[src/rtl/fir_coef_loader_if.sv]
// -----------------------------------------------------------------------------
// fir_coef_loader_if
// Coefficient stream into the FIR coefficient loader.
//
// Handshake: a word transfers on a rising edge where i_coef_valid and
// o_coef_ready are both high. The loader decides o_coef_ready without looking
// at i_coef_valid. The source may assert i_coef_valid at any time and may
// change iv_coef freely while no transfer is happening.
//
// Signals:
//   iv_coef       source -> loader  signed coefficient word
//   i_coef_valid  source -> loader  iv_coef is valid this cycle
//   o_coef_ready  loader -> source  loader accepts iv_coef this cycle
// Modports: master = coefficient source, slave = loader.
// -----------------------------------------------------------------------------
interface fir_coef_loader_if #(
  parameter int DATA_WIDTH = 24
) ();
  logic signed [DATA_WIDTH-1:0] iv_coef;
  logic                         i_coef_valid;
  logic                         o_coef_ready;

  modport master (output iv_coef, output i_coef_valid, input o_coef_ready);
  modport slave  (input iv_coef, input i_coef_valid, output o_coef_ready);
endinterface

[src/rtl/fir_coef_loader.sv]
// -----------------------------------------------------------------------------
// fir_coef_loader
// Double-buffered coefficient loader for a NUM_TAPS FIR filter. Words stream
// into a shadow bank. The whole shadow bank is copied into the active bank in
// one edge, and only when the filter sample strobe is high, so the filter
// never sees a mix of old and new coefficients.
//
// Ports:
//   i_clk         clock, rising edge
//   i_rst         synchronous, active-high reset
//   i_load_start  one-cycle pulse that opens (or restarts) a load session
//   coef_if       coefficient stream (slave modport)
//   i_sample_en   filter sample strobe; the only commit point
//   ov_weights    active bank, tap k at [k*DATA_WIDTH +: DATA_WIDTH]
//   o_busy        session in progress (LOAD or WAIT_COMMIT)
//   o_done        one-cycle pulse, high in the first cycle that shows the new bank
//   o_err         sticky: a session was aborted or restarted; cleared by o_done
//   o_dbg_state   current FSM state (0 IDLE, 1 LOAD, 2 WAIT_COMMIT)
// -----------------------------------------------------------------------------
module fir_coef_loader #(
  parameter int DATA_WIDTH = 24,
  parameter int NUM_TAPS   = 16
) (
  input  logic                           i_clk,
  input  logic                           i_rst,
  input  logic                           i_load_start,
  fir_coef_loader_if.slave               coef_if,
  input  logic                           i_sample_en,
  output logic [NUM_TAPS*DATA_WIDTH-1:0] ov_weights,
  output logic                           o_busy,
  output logic                           o_done,
  output logic                           o_err,
  output logic [1:0]                     o_dbg_state
);

  localparam int IDX_W = $clog2(NUM_TAPS);
  localparam logic [IDX_W-1:0] LAST_IDX = IDX_W'(NUM_TAPS - 1);
  // Largest positive Q1.(DATA_WIDTH-1) value: near-unity passthrough on tap 0.
  localparam logic [DATA_WIDTH-1:0] RESET_TAP0 = {1'b0, {(DATA_WIDTH-1){1'b1}}};

  typedef enum logic [1:0] {
    S_IDLE        = 2'd0,
    S_LOAD        = 2'd1,
    S_WAIT_COMMIT = 2'd2
  } state_t;

  state_t                  state_q, state_d;
  logic [IDX_W-1:0]        idx_q, idx_d;
  logic                    ready_q, ready_d;
  logic                    done_q, done_d;
  logic                    err_q, err_d;
  logic                    shadow_we;
  logic                    commit;
  logic                    xfer;

  logic [DATA_WIDTH-1:0]   shadow_q [NUM_TAPS];
  logic [DATA_WIDTH-1:0]   active_q [NUM_TAPS];

  // o_coef_ready is only high in LOAD, so a transfer implies LOAD.
  assign xfer = coef_if.i_coef_valid & ready_q;

  always_comb begin
    state_d   = state_q;
    idx_d     = idx_q;
    err_d     = err_q;
    shadow_we = 1'b0;
    commit    = 1'b0;

    // The flag clears in the cycle after the o_done pulse. A new abort in that
    // same cycle still sets it, because the case below overrides this.
    if (done_q) err_d = 1'b0;

    case (state_q)
      S_IDLE: begin
        if (i_load_start) begin
          state_d = S_LOAD;
          idx_d   = '0;
        end
      end
      S_LOAD: begin
        // A restart wins over any transfer in the same cycle, including the
        // final one, so the transfer is dropped.
        if (i_load_start) begin
          state_d = S_LOAD;
          idx_d   = '0;
          err_d   = 1'b1;
        end else if (xfer) begin
          shadow_we = 1'b1;
          if (idx_q == LAST_IDX) state_d = S_WAIT_COMMIT;
          else                   idx_d   = idx_q + 1'b1;
        end
      end
      S_WAIT_COMMIT: begin
        // A commit completes even when a new session starts in the same
        // cycle. That case is not an abort, so o_err is left alone.
        if (i_sample_en) begin
          commit  = 1'b1;
          idx_d   = '0;
          state_d = i_load_start ? S_LOAD : S_IDLE;
        end else if (i_load_start) begin
          state_d = S_LOAD;
          idx_d   = '0;
          err_d   = 1'b1;
        end
      end
      default: begin
        state_d = S_IDLE;
        idx_d   = '0;
      end
    endcase

    ready_d = (state_d == S_LOAD);
    done_d  = commit;
  end

  always_ff @(posedge i_clk) begin
    if (i_rst) begin
      state_q <= S_IDLE;
      idx_q   <= '0;
      ready_q <= 1'b0;
      done_q  <= 1'b0;
      err_q   <= 1'b0;
    end else begin
      state_q <= state_d;
      idx_q   <= idx_d;
      ready_q <= ready_d;
      done_q  <= done_d;
      err_q   <= err_d;
    end
  end

  always_ff @(posedge i_clk) begin
    if (i_rst) begin
      for (int k = 0; k < NUM_TAPS; k++) begin
        shadow_q[k] <= '0;
        active_q[k] <= (k == 0) ? RESET_TAP0 : '0;
      end
    end else begin
      if (shadow_we) shadow_q[idx_q] <= coef_if.iv_coef;
      if (commit) begin
        for (int k = 0; k < NUM_TAPS; k++) active_q[k] <= shadow_q[k];
      end
    end
  end

  for (genvar g = 0; g < NUM_TAPS; g++) begin : g_wout
    assign ov_weights[g*DATA_WIDTH +: DATA_WIDTH] = active_q[g];
  end

  assign coef_if.o_coef_ready = ready_q;
  assign o_busy      = (state_q != S_IDLE);
  assign o_done      = done_q;
  assign o_err       = err_q;
  assign o_dbg_state = state_q;

endmodule

[src/flat_wrapper.sv]
// flat-port wrapper written by rule: the top's interface ports become plain ports
module fir_coef_loader_flat 
#(
  parameter int DATA_WIDTH = 24,
  parameter int NUM_TAPS   = 16
)
  (i_clk, i_rst, i_load_start, i_sample_en, ov_weights, o_busy, o_done, o_err, o_dbg_state, coef_if_iv_coef, coef_if_i_coef_valid, coef_if_o_coef_ready);
  fir_coef_loader_if #(.DATA_WIDTH(DATA_WIDTH)) coef_if_i ();
  input  logic i_clk;
  input  logic i_rst;
  input  logic i_load_start;
  input  logic i_sample_en;
  output logic [NUM_TAPS*DATA_WIDTH-1:0] ov_weights;
  output logic o_busy;
  output logic o_done;
  output logic o_err;
  output logic [1:0] o_dbg_state;
  input wire logic [$bits(coef_if_i.iv_coef)-1:0] coef_if_iv_coef;
  input wire logic [$bits(coef_if_i.i_coef_valid)-1:0] coef_if_i_coef_valid;
  output wire logic [$bits(coef_if_i.o_coef_ready)-1:0] coef_if_o_coef_ready;
  assign coef_if_i.iv_coef = coef_if_iv_coef;
  assign coef_if_i.i_coef_valid = coef_if_i_coef_valid;
  assign coef_if_o_coef_ready = coef_if_i.o_coef_ready;
  fir_coef_loader #(.DATA_WIDTH(DATA_WIDTH), .NUM_TAPS(NUM_TAPS)) u_core (.i_clk(i_clk), .i_rst(i_rst), .i_load_start(i_load_start), .coef_if(coef_if_i), .i_sample_en(i_sample_en), .ov_weights(ov_weights), .o_busy(o_busy), .o_done(o_done), .o_err(o_err), .o_dbg_state(o_dbg_state));
endmodule
[config.mk]
export PLATFORM = sky130hd
export DESIGN_NAME = fir_coef_loader_flat
export DESIGN_NICKNAME = d
export VERILOG_FILES = /design/src/rtl/fir_coef_loader_if.sv /design/src/rtl/fir_coef_loader.sv /design/src/flat_wrapper.sv
export SDC_FILE = /design/constraint.sdc
export NUM_CORES = 1
export LEC_CHECK = 0
export CORE_UTILIZATION = 35
export DETAILED_ROUTE_END_ITERATION = 10
export SLEW_MARGIN = 20
export SYNTH_ARGS = -nofsm -noshare
export SYNTH_HDL_FRONTEND = slang
export SYNTH_SLANG_ARGS = --single-unit
[constraint.sdc]
create_clock -name i_clk -period 19.7 [get_ports i_clk]
set_input_delay 4.925 -clock i_clk [delete_from_list [all_inputs] [get_ports i_clk]]
set_output_delay 4.925 -clock i_clk [all_outputs]
set_load 0.005 [all_outputs]
* Word-level counts from Yosys, hierarchy flattened
Memories as Yosys holds them, arrays and structs flattened.
Cells that the tools add are included.
** Word-level totals
- Logic and storage cells :: 84
- Memories kept :: 2
- Bits in writable memories :: 768
- Bits in registers :: 9
- Output and inout bits :: 390
** Memory list
- u_core.active_q :: depth 16, width 24, read ports 16, clocked after memory_dff 0, write ports 16, RTL line fir_coef_loader.sv:57 : logic [DATA_WIDTH-1:0] active_q [NUM_TAPS];
- u_core.shadow_q :: depth 16, width 24, read ports 16, clocked after memory_dff 0, write ports 16, RTL line fir_coef_loader.sv:56 : logic [DATA_WIDTH-1:0] shadow_q [NUM_TAPS];
** Operators by class
- Add/sub/neg operators :: 1
- Bitwise gates (word level) :: 17
- Equal/unequal tests :: 6
- Reductions and logical operators :: 4
- Mux-type cells :: 49
** Operator list (number)
- 2-to-1 mux 24 bit :: 17
- 2-to-1 mux 4 bit :: 6
- OR reduction 24 bit :: 1
- 2-to-1 mux 1 bit :: 18
- OR 1 bit :: 16
- case mux 4 bit (3 select lines) :: 1
- 2-to-1 mux 2 bit :: 5
- case mux 2 bit (3 select lines) :: 1
- adder 4 x 1 -> 4 bit, second input constant :: 1
- equality test 2 x 1 -> 1 bit, second input constant :: 2
- equality test 4 bit, second input constant :: 1
- != test 3 x 2 -> 1 bit, second input constant :: 1
- != test 3 bit, second input constant :: 1
- equality test 2 bit, second input constant :: 1
- logical NOT 2 bit :: 1
- case mux 1 bit (2 select lines) :: 1
- AND reduction 2 bit :: 1
- nonzero test 2 bit :: 1
- AND 1 bit :: 1

* Logic depth before layout (Yosys ltp)
- Depth in word-level cells :: 9
- Gate-level depth with buffers :: 8
- Mapped depth without buffers :: 6

* Worst setup path after synthesis
Ideal clock, no wire load.
- Path type :: input to register
- Start :: input port i_rst
- End :: memory u_core.active_q[0][0], enable pin
- Data required time :: 18.882 ns
- Arrival time :: 14.364 ns
- Setup slack :: 4.518 ns
- Cell stages on the path :: 2
- Path buffers :: 1
- Library setup time :: 0.818 ns
- Path through :: clkbuf_1 nand2b_1
** RTL lines
- from (decl) :: RTL line flat_wrapper.sv:10 : input logic i_rst;
- to (decl) :: RTL line fir_coef_loader.sv:57

==> reports/metrics.yaml <==
timing:
  fmax_ghz: 0.1275
  max-slew-margin-rel_pct: 28.43
  fin_crit_ns: 7.840
  min_period_over_period_pct: 39.80
  whs_ns: 0.5006
  finalSetupViolCount: 0
  rsz0062_at_grt: "false"
  setup_tns_ns: 0
  worst_pin_slew_ns: 1.074
  fin_skew_ns: 0.03072
  slew_violations: 0
  hold_violations: 0
setup_path:
  critical_path_arrival_ns: 8.08
  path_common_cell: "buf_4"
  cpMaxStageDelayCell: "buf_4"
  start_kind: "input port"
  slowest_delay_ns: 0.88
  end_kind: "flop"
  worstPathMaxFanout: 89
  path_cells: "clkdlybuf4s50_1, nand2_1, buf_4, nand2b_4, buf_4, buf_6"
  crit_type: "in2reg"
  required_ns: 19.94
global_route:
  grt_pass1_wl_mm: 106.1
  antenna_found_initial: 13
  grt_pass1_vias: 15310
  grt_usage_pct: 17.55
  grt_start_max_net_pins: 176
  grt_overflow: 0
power:
  power.density_nw_per_um2: 97.42
  ir_worst_vdd_v: 0.00006019
  p_leak_nw: 13.13
cts:
  ctsHoldBuffers: 0
  numCtsBuffers: 81
  cts_setup_buffers: 0
  cts_sinks: 777
  path_clk_slew_ns: 0.05
  ctsResizeCount: 0
  htree_levels: 3
  cts_max_path_buffers: 3
  clk_latency_ns: 0.65
  cts-root-buf: "clkbuf_16"
  cts_tree: "done"
logic_synthesis:
  yosysTopAreaCell: "edfxtp_1"
  synth_area_per_cell_sq_um: 16.69
  synthCells: 1749
  synthTopCellsByArea: "edfxtp_1 (79%), and2_1 (13%), nor2b_1 (3.1%)"
  netlist_area_sq_um: 29190
  synth_nets: 1786
  ys_ff_latch: 777
  yosysWarnings: 0
  yosysTopAreaCellShare_pct: 79.00
  seq_area_frac_synth_pct: 79.61
  synth_cell_type_count: 41
route:
  postRouteAntennaNets: 0
  firstDrtPassIters: 5
  wl_met2_mm: 39.82
  wl_met3_mm: 4.688
  routed_wl_mm: 75.62
  drtIter0Drc: 1309
  drc_errors: 0
  dr_total_vias: 15330
  highest_layer: "met5"
  met1_length_mm: 29.46
  wl_per_cell_microns: 22.79
  viasPerCell: 4.620
final_layout:
  final_cell_mix: "edfxtp_1 (768), and2_1 (604), clkdlybuf4s50_1 (412)"
  area_growth_pct: 27.32
  nets: 2212
  drive_gt1_share_pct: 8.758
  final_common_cell: "edfxtp_1"
floorplanning:
  die_h_microns: 290.8
  io_pins: 419
  core_area_sq_um: 82370
  num_rows: 105
  dieArea_sq_um: 84570
  initial_core_util_pct: 35.44
  die_x_microns: 290.8
placed_design:
  place_congestion: 0.7816
  placement.io_buffers: 418
  post-dp-hpwl_mm: 46.54
flow_run:
  max-cap-violations: 0
status:
  status: "finished clean"
worst_hold_path:
  hp-class: "reg2reg"
-- final timing paths --
check                                       start                               endpoint  slack [ns]  cells after the start
max                                   i_sample_en  u_core.active_q[0][159]$_SDFFCE_PN0P_       11.86                      6
min reg2reg  u_core.shadow_q[0][13]$_SDFFCE_PN0P_   u_core.active_q[0][13]$_SDFFCE_PN1P_        0.50                      1
min          u_core.shadow_q[0][13]$_SDFFCE_PN0P_   u_core.active_q[0][13]$_SDFFCE_PN1P_        0.50                      1
max reg2reg      u_core.o_dbg_state[0]$_SDFF_PP0_  u_core.active_q[0][159]$_SDFFCE_PN0P_       15.92                      7
-- report_power, final --
part | total [W] | switching, W | internal, W
Sequential | 0.00193 | 0.0000339 | 0.00189
Clock | 0.00150 | 0.000658 | 0.000847
Combinational | 0.000190 | 0.000101 | 0.0000895
-- critical path, delay by kind of cell --
family,cells,cell delay (ns)
and+or+nand+nor,2,0.67
buffers and inverters,4,2.32
-- state kept, by name, indices dropped and copies added (netlist names) --
name / flops
u_core.o_err: 1
u_core.coef_if.o_coef_ready: 1
u_core.active_q: 384
u_core.o_dbg_state: 2
u_core.o_done: 1
u_core.shadow_q: 384
u_core.idx_q: 4
-- metrics by stage --
| stage | setup WS [ns] | cell area, sq um | total power, W | utilization (%) | cells |
|---|---|---|---|---|---|
| 2_1_floorplan | 4.518 | 29190 | 0.002014 | - | 1749 |
| 3_3_place_gp | 11.01 | 34510 | 0.002154 | 41.89 | 3162 |
| 6_report | 11.86 | 37170 | 0.003621 | 45.12 | 3318 |
| 5_1_grt | 11.65 | 37150 | 0.003727 | 45.10 | 3310 |
| 4_1_cts | 11.56 | 37140 | 0.003656 | 45.08 | 3308 |
| 3_5_place_dp | 10.90 | 34510 | 0.002156 | 41.89 | 3162 |
-- cell usage after synthesis, drive strengths merged --
cell type,n
a2111oi,3
a211oi,1
a21boi,1
a21o,1
a21oi,3
a221oi,1
a32oi,1
a41oi,1
and2,604
and2b,2
and3,1
and3b,1
and4b,1
buf,23
clkbuf,83
dfxtp,9
edfxtp,768
ha,8
inv,7
nand2,6
nand2b,5
nand3,4
nand4bb,1
nor2,17
nor2b,145
nor3,4
o211ai,1
o21ai,2
o221ai,1
o31ai,2
o32ai,1
or2,16
or3,24
or4,1
-- cell families after synthesis --
family | synth area share [%]
flops | 79.61
compound gates | 0.4800
buf+inv | 1.620
simple gates | 17.94
fa+ha+maj | 0.3429
-- cell type report --
class,instances,area [sq um]
inverter,7,26.28
clock buffer,90,2061
clock inverter,56,568.0
timing repair buffer,449,4409
tap,1070,1339
fill,6994,45200
antenna,10,25.02
sequential,777,23240
multi-input combinational,859,5500
-- per-layer routing --
metal,up-vias,global-route usage (%)
met4,2,5.381
met2,535,31.54
li1,6964,-
met3,96,2.753
met5,-,0
met1,7733,21.57
(Power assumes the default switching activity.)
